==> src/rtl/pong_timer_pkg.sv <==
// Shared types and defaults for the millisecond delay timer.
package pong_timer_pkg;

    localparam int CNT_W_DEF = 16;

    typedef enum logic [1:0] {
        IDLE = 2'd0,
        RUN  = 2'd1,
        FIN  = 2'd2
    } state_e;

endpackage

==> src/rtl/tick_sync.sv <==
// Synchronizes the 1 ms toggle level and emits one pulse per transition.
module tick_sync #(
    parameter int SYNC_STAGES = 2
) (
    input  logic clk,
    input  logic rst,
    input  logic level_in,
    output logic tick_out
);

    logic [SYNC_STAGES-1:0] sync_q;
    logic [SYNC_STAGES-1:0] vld_q;
    logic                   hist_q;
    logic                   primed_q;

    // vld_q tracks which sync stages hold a real sample, so the first
    // compare against the reset value of hist_q is never reported.
    always_ff @(posedge clk or posedge rst) begin
        if (rst) begin
            sync_q   <= '0;
            vld_q    <= '0;
            hist_q   <= 1'b0;
            primed_q <= 1'b0;
        end else begin
            sync_q   <= {sync_q[SYNC_STAGES-2:0], level_in};
            vld_q    <= {vld_q[SYNC_STAGES-2:0], 1'b1};
            hist_q   <= sync_q[SYNC_STAGES-1];
            primed_q <= vld_q[SYNC_STAGES-1];
        end
    end

    assign tick_out = primed_q & (sync_q[SYNC_STAGES-1] ^ hist_q);

endmodule

==> src/rtl/delay_timer_ms.sv <==
// Millisecond countdown timer driven by a toggling 1 ms level, with pause.
module delay_timer_ms
    import pong_timer_pkg::*;
#(
    parameter int CNT_W       = CNT_W_DEF,
    parameter int SYNC_STAGES = 2
) (
    input  logic             clk,
    input  logic             rst,
    input  logic             clk_1ms,
    input  logic             start,
    input  logic [CNT_W-1:0] load_ms,
    input  logic             pause,
    output logic             tick,
    output logic             busy,
    output logic             done,
    output logic [CNT_W-1:0] remaining_ms
);

    state_e           state_q, state_d;
    logic [CNT_W-1:0] cnt_q, cnt_d;

    tick_sync #(
        .SYNC_STAGES(SYNC_STAGES)
    ) u_tick_sync (
        .clk     (clk),
        .rst     (rst),
        .level_in(clk_1ms),
        .tick_out(tick)
    );

    always_ff @(posedge clk or posedge rst) begin
        if (rst) begin
            state_q <= IDLE;
            cnt_q   <= '0;
        end else begin
            state_q <= state_d;
            cnt_q   <= cnt_d;
        end
    end

    always_comb begin
        state_d = state_q;
        cnt_d   = cnt_q;
        // start wins over a coincident tick in every state
        if (start) begin
            if (load_ms != '0) begin
                cnt_d   = load_ms;
                state_d = RUN;
            end else begin
                cnt_d   = '0;
                state_d = FIN;
            end
        end else begin
            case (state_q)
                RUN: begin
                    if (tick && !pause) begin
                        if (cnt_q <= CNT_W'(1)) begin
                            cnt_d   = '0;
                            state_d = FIN;
                        end else begin
                            cnt_d = cnt_q - CNT_W'(1);
                        end
                    end
                end
                FIN:     state_d = IDLE;
                default: state_d = IDLE;
            endcase
        end
    end

    assign busy         = (state_q == RUN);
    assign done         = (state_q == FIN);
    assign remaining_ms = cnt_q;

endmodule

==> config.mk <==
export PLATFORM = sky130hd
export DESIGN_NAME = delay_timer_ms
export DESIGN_NICKNAME = d
export VERILOG_FILES = /design/src/rtl/pong_timer_pkg.sv /design/src/rtl/tick_sync.sv /design/src/rtl/delay_timer_ms.sv
export SDC_FILE = /design/constraint.sdc
export NUM_CORES = 1
export LEC_CHECK = 0
export ABC_AREA = 1
export CAP_MARGIN = 15
export CORE_MARGIN = 2
export CORE_UTILIZATION = 53
export CTS_CLUSTER_DIAMETER = 200
export DETAILED_ROUTE_END_ITERATION = 10
export HOLD_SLACK_MARGIN = 0.15
export PLACE_DENSITY = 0.82
export SLEW_MARGIN = 5
export SYNTH_ARGS = -nofsm -noshare
export SYNTH_HDL_FRONTEND = slang
export SYNTH_HIERARCHICAL = 1
export SYNTH_SLANG_ARGS = --single-unit
==> constraint.sdc <==
create_clock -name clk -period 4 [get_ports clk]
set_input_delay 0.4 -clock clk [delete_from_list [all_inputs] [get_ports clk]]
set_output_delay 0.4 -clock clk [all_outputs]
set_load 0.005 [all_outputs]
Word level (Yosys, flattened, before mapping):

Cells that the tools add are included.

* register bits: 24
* output and inout bits: 19
* input port bits: 21
* logic and storage cells: 31

* reductions and logical operators: 7
* bitwise operators: 2
* muxes and demuxes: 10
* add/subtract/negate cells: 1
* eq/ne operators: 4
* order comparisons: 1

Operators with widths (count)
* $mux W16: 5
* $le A16 B1 Y1 const B: 1
* $reduce_bool A16 Y1: 1
* $sub A16 B1 Y16 const B: 1
* $mux W2: 5
* $ne A3 B2 Y1 const B: 2
* $reduce_and A2 Y1: 2
* $reduce_bool A2 Y1: 2
* $eq A2 B1 Y1 const B: 1
* $eq A2 B2 Y1 const B: 1
* $and A1 B1 Y1: 1
* $logic_and A1 B1 Y1: 1
* $logic_not A1 Y1: 1
* $xor A1 B1 Y1: 1

Longest topological paths before layout:

* depth after elaboration: 6
* depth in mapped cells: 11
* depth with buffers taken out: 11

Modules after synthesis:

The synthesis kept the hierarchy.

Modules (own cells, without submodules)
* delay_timer_ms: area an instance 1430.1 um^2, seq. area each 450.4 um^2, cells each 212, times used 1
* tick_sync: area an instance 172.7 um^2, seq. area each 150.1 um^2, cells each 12, times used 1

Worst setup path after synthesis:

No wires, ideal clock.

* path type: register to register
* start point: reg u_tick_sync.sync_q[1]
* end point: reg cnt_q[4] (netlist: remaining_ms[4])
* stages on the path, launching flop included: 10
* data required time: 3.874 ns
* arrival time: 1.362 ns
* library setup time: 0.126 ns
* setup slack: 2.512 ns
* period minus slack after synthesis: 1.488 ns
* buffers on the path: 1
* cells stage by stage: dfrtp_1 nand2_1 nand2_1 nor2_1 nand2_1 o21ai_4 inv_4 buf_6 a21oi_2 a21oi_1

* word-level cells in the longest chain between the ends: 5

Ends and longest elaborated chain
* start: declaration: line tick_sync.sv:11 `logic [SYNC_STAGES-1:0] sync_q;`
* start signal: assignment: line tick_sync.sv:25 `sync_q <= {sync_q[SYNC_STAGES-2:0], level_in};`
* $xor A1 B1 Y1: line tick_sync.sv:32 `assign tick_out = primed_q & (sync_q[SYNC_STAGES-1] ^ hist_q);`
* $and A1 B1 Y1: line tick_sync.sv:32
* net tick: line delay_timer_ms.sv:14 `output logic tick,`
* $logic_and A1 B1 Y1: line delay_timer_ms.sv:57 `if (tick && !pause) begin`
* $reduce_bool A2 Y1 (no source line)
* $reduce_and A2 Y1 (no source line)
* end signal: assignment: line delay_timer_ms.sv:38 `cnt_q <= cnt_d;`
* end: declaration: line delay_timer_ms.sv:21 `logic [CNT_W-1:0] cnt_q, cnt_d;`

The timed path passes the listed nets, and every way through them passes these cells.
A chain may end at the register's enable or synchronous reset.

Final worst setup path:

* start point: reg u_tick_sync.sync_q[1]
* end point: out tick

* word-level cells in the longest chain between the ends: 2

Ends and longest elaborated chain (line)
* $xor A1 B1 Y1: tick_sync.sv:32
* $and A1 B1 Y1: tick_sync.sv:32
* end: declaration: delay_timer_ms.sv:14

No other way between the ends.

==> impl_metrics.ini <==
[outcome]
status = finished, violations left
violations = design-rule violations

[cts]
cts.sinks = 24
cts_root_buffer = clkbuf_4
clock_path_buffers = 2
clkTransAtPathRegs_ns = 0.14
tritoncts = done
post_cts_buffers = 0
cts.repair.resized = 0
numCtsBuffers = 3
postCtsHoldBufs = 0
htreeDepth = 1
worstSkewPairLatency_ns = 0.34

[synthesis]
syn_nets = 247
yosysMostFrequentCell = nor2_1
syn_avg_cell_area_sq_um = 7.16
ys_ff_latch = 24
yosysTopAreaCell = dfrtp_1
ys.flop_type = dfrtp_1
yosysWarnings = 6
synth_cell_types = 29
synthCells = 224
ys_top_cells_by_count = nor2_1, nand2_1, dfrtp_1, inv_1, a21oi_1
syn_area_sq_um = 1600
synth_edf_count = 0
synthTopCellsByArea = dfrtp_1, nor2_1, nand2_1
synth_seq_area_share_pct = 37.5
synthArstFlopShare_pct = 100
synth_top_area_share_pct = 37.5

[floorplanning]
io_pins = 40
die_w_um = 59.0
start_util_pct = 57.1
dieArea_sq_um = 3480
core_sq_um = 2810
die_y_um = 59.0
rows = 19

[final_layout]
nFillCells = 245
layout-drive-gt1-share_pct = 11.7
diodes = 0
syn2layout_area_growth_pct = 28.3
multi_input_comb_area_sq_um = 860
seq_area_sq_um = 601
stdcell_count = 295
fin_nets = 288
fin_util_pct = 73.3

[detailed_routing]
drc = 4
antenna_left = 0
drtIter0Drc = 81
avgRoutedWirePerCell_um = 13.4
dr.pass1.iters = 7
vias_per_cell = 5.22
vias = 1539
wirelength_um = 3960

[timing]
slew_headroom_pct = 50.8
fin_crit_sh_pct = 47.7
layout_min_cycle_time_ns = 1.91
hold_violations = 0
rsz0062_at_grt = false
setup_viol = 0
worstMarginPinSlew_ns = 0.737
slew_viol_final = 0
fin_skew_ns = 0.00760
max_freq_ghz = 0.524
fin_tns_setup_ns = 0

[worst_setup_path]
worst_ep_arrival_time_ns = 1.51
critPathTopFamily = buffers and inverters
rr_startpoint = u_tick_sync/sync_q[1]
crit_buf_inv = 1
crit_required_ns = 3.60
critPathCaptureType = primary output
cp-startpoint = u_tick_sync/sync_q[1]
slowest_delay_ns = 0.53
path_cells = nand2_1, nand2_1, nor2_1, clkdlybuf4s50_1
worstPathMaxFanout = 3
crit_type = flop to primary output
cp-start-kind = flop
cp_slowest_cell = clkdlybuf4s50_1
cp_common_cell = nand2_1

[place]
dp_hpwl_um = 2970
io_buffer_count = 39
place_inst = 291
place.gp.congestion = 0.879

[global_route]
antenna_found_initial = 0
grt_pass1_vias = 1461
grt_pass1_wl_um = 6690
overflow = 0
grt_usage_pct = 25.7
grt_max_degree = 21

[power]
power_density_nw_per_um2 = 347
leakage_nw = 0.919
irDropWorstVdd_mv = 0.274

[hold_path]
hold_class = input port to async pin

[run]
cap_violations = 0
==> cells by family after synthesis <==
| kind of cell | Yosys count | share of synthesized area, % |
|---|---|---|
| AO/OA/AOI/OAI | 40 | 15.8 |
| other | 1 | 0.234 |
| buffers and inverters | 32 | 8.90 |
| adder cells (fa/ha/maj) | 2 | 1.56 |
| flip-flops | 24 | 37.5 |
| AND/OR/NAND/NOR | 121 | 33.8 |
| XOR/XNOR | 4 | 2.19 |
==> power breakdown <==
group | total, mW | switching (mW) | internal (mW)
Sequential | 0.315 | 0.0438 | 0.271
Combinational | 0.215 | 0.106 | 0.109
Clock | 0.183 | 0.0819 | 0.102
==> final cells by class <==
cell class                 instances  share of cell area, %
inverter                          28                   5.23
clock buffer                       3                   1.09
clock inverter                     1                   1.46
timing repair buffer              40                   19.3
sequential                        24                   29.2
multi-input combinational        168                   41.8
tap                               31                   1.89
==> layer usage <==
| metal | wire (um) | global-route usage (%) | up-vias | part of all wire, % |
|---|---|---|---|---|
| met4 | 31 | 5.84 | 0 | 0.78 |
| met3 | 218 | 5.24 | 4 | 5.5 |
| met1 | 1730 | 34.2 | 706 | 44 |
| met2 | 1980 | 43.3 | 38 | 50 |
| li1 | - | - | 791 | - |
| met5 | 0 | 0 | - | 0 |
==> state kept, by name (all words and copies together), names as in the netlist <==
signal                count
remaining_ms             16
u_tick_sync/hist_q        1
u_tick_sync/sync_q        2
u_tick_sync/primed_q      1
state_q                   2
u_tick_sync/vld_q         2
==> layout by cell type, fill, tap and decap left out, types with 2 or more instances in the layout <==
cell type	netlist	final
a21oi_2	10	10
nand3_1	8	8
xor2_1	4	4
nor2_1	54	54
nor2_2	4	4
nor2_4	3	3
a21oi_1	21	21
nand2_2	2	2
o21ai_1	2	2
ha_1	2	2
inv_1	24	24
o21ai_0	4	4
nor4_1	2	2
clkdlybuf4s50_1	0	39
clkbuf_4	0	3
inv_2	3	3
dfrtp_1	24	24
nand4_1	6	6
nand2_1	38	38
==> worst paths after layout <==
kind	end	slack, ns	cells past startpoint
hold reg to reg	u_tick_sync/vld_q[1]	0.37	0
max in group asynchronous	remaining_ms[11]	3.05	2
min in group clk	u_tick_sync/vld_q[1]	0.37	0
setup / recovery	tick	2.09	4
setup reg to reg	remaining_ms[9]	2.14	9
hold / removal	u_tick_sync/primed_q	0.27	2
==> through the flow <==
stage	hold WS [ns]	cell area [sq um]	power (mW)	setup WS, ns
5_1_grt	0.307	2060	0.760	1.97
6_report	0.273	2060	0.713	2.09
2_1_floorplan	0.191	1600	0.427	2.51
4_1_cts	0.270	2060	0.714	2.06
3_5_place_dp	0.339	2000	0.532	1.78
3_3_place_gp	0.343	2000	0.529	1.85
==> worst reg2reg max path, delay by kind of cell, from the launching register on <==
| family | cells | cell delay (ns) |
|---|---|---|
| AOI/OAI and AO/OA | 3 | 0.76 |
| DFF | 1 | 0.42 |
| and+or+nand+nor | 5 | 0.40 |
| buffers and inverters | 1 | 0.20 |
No activity file was read; power rests on OpenSTA's default activity.
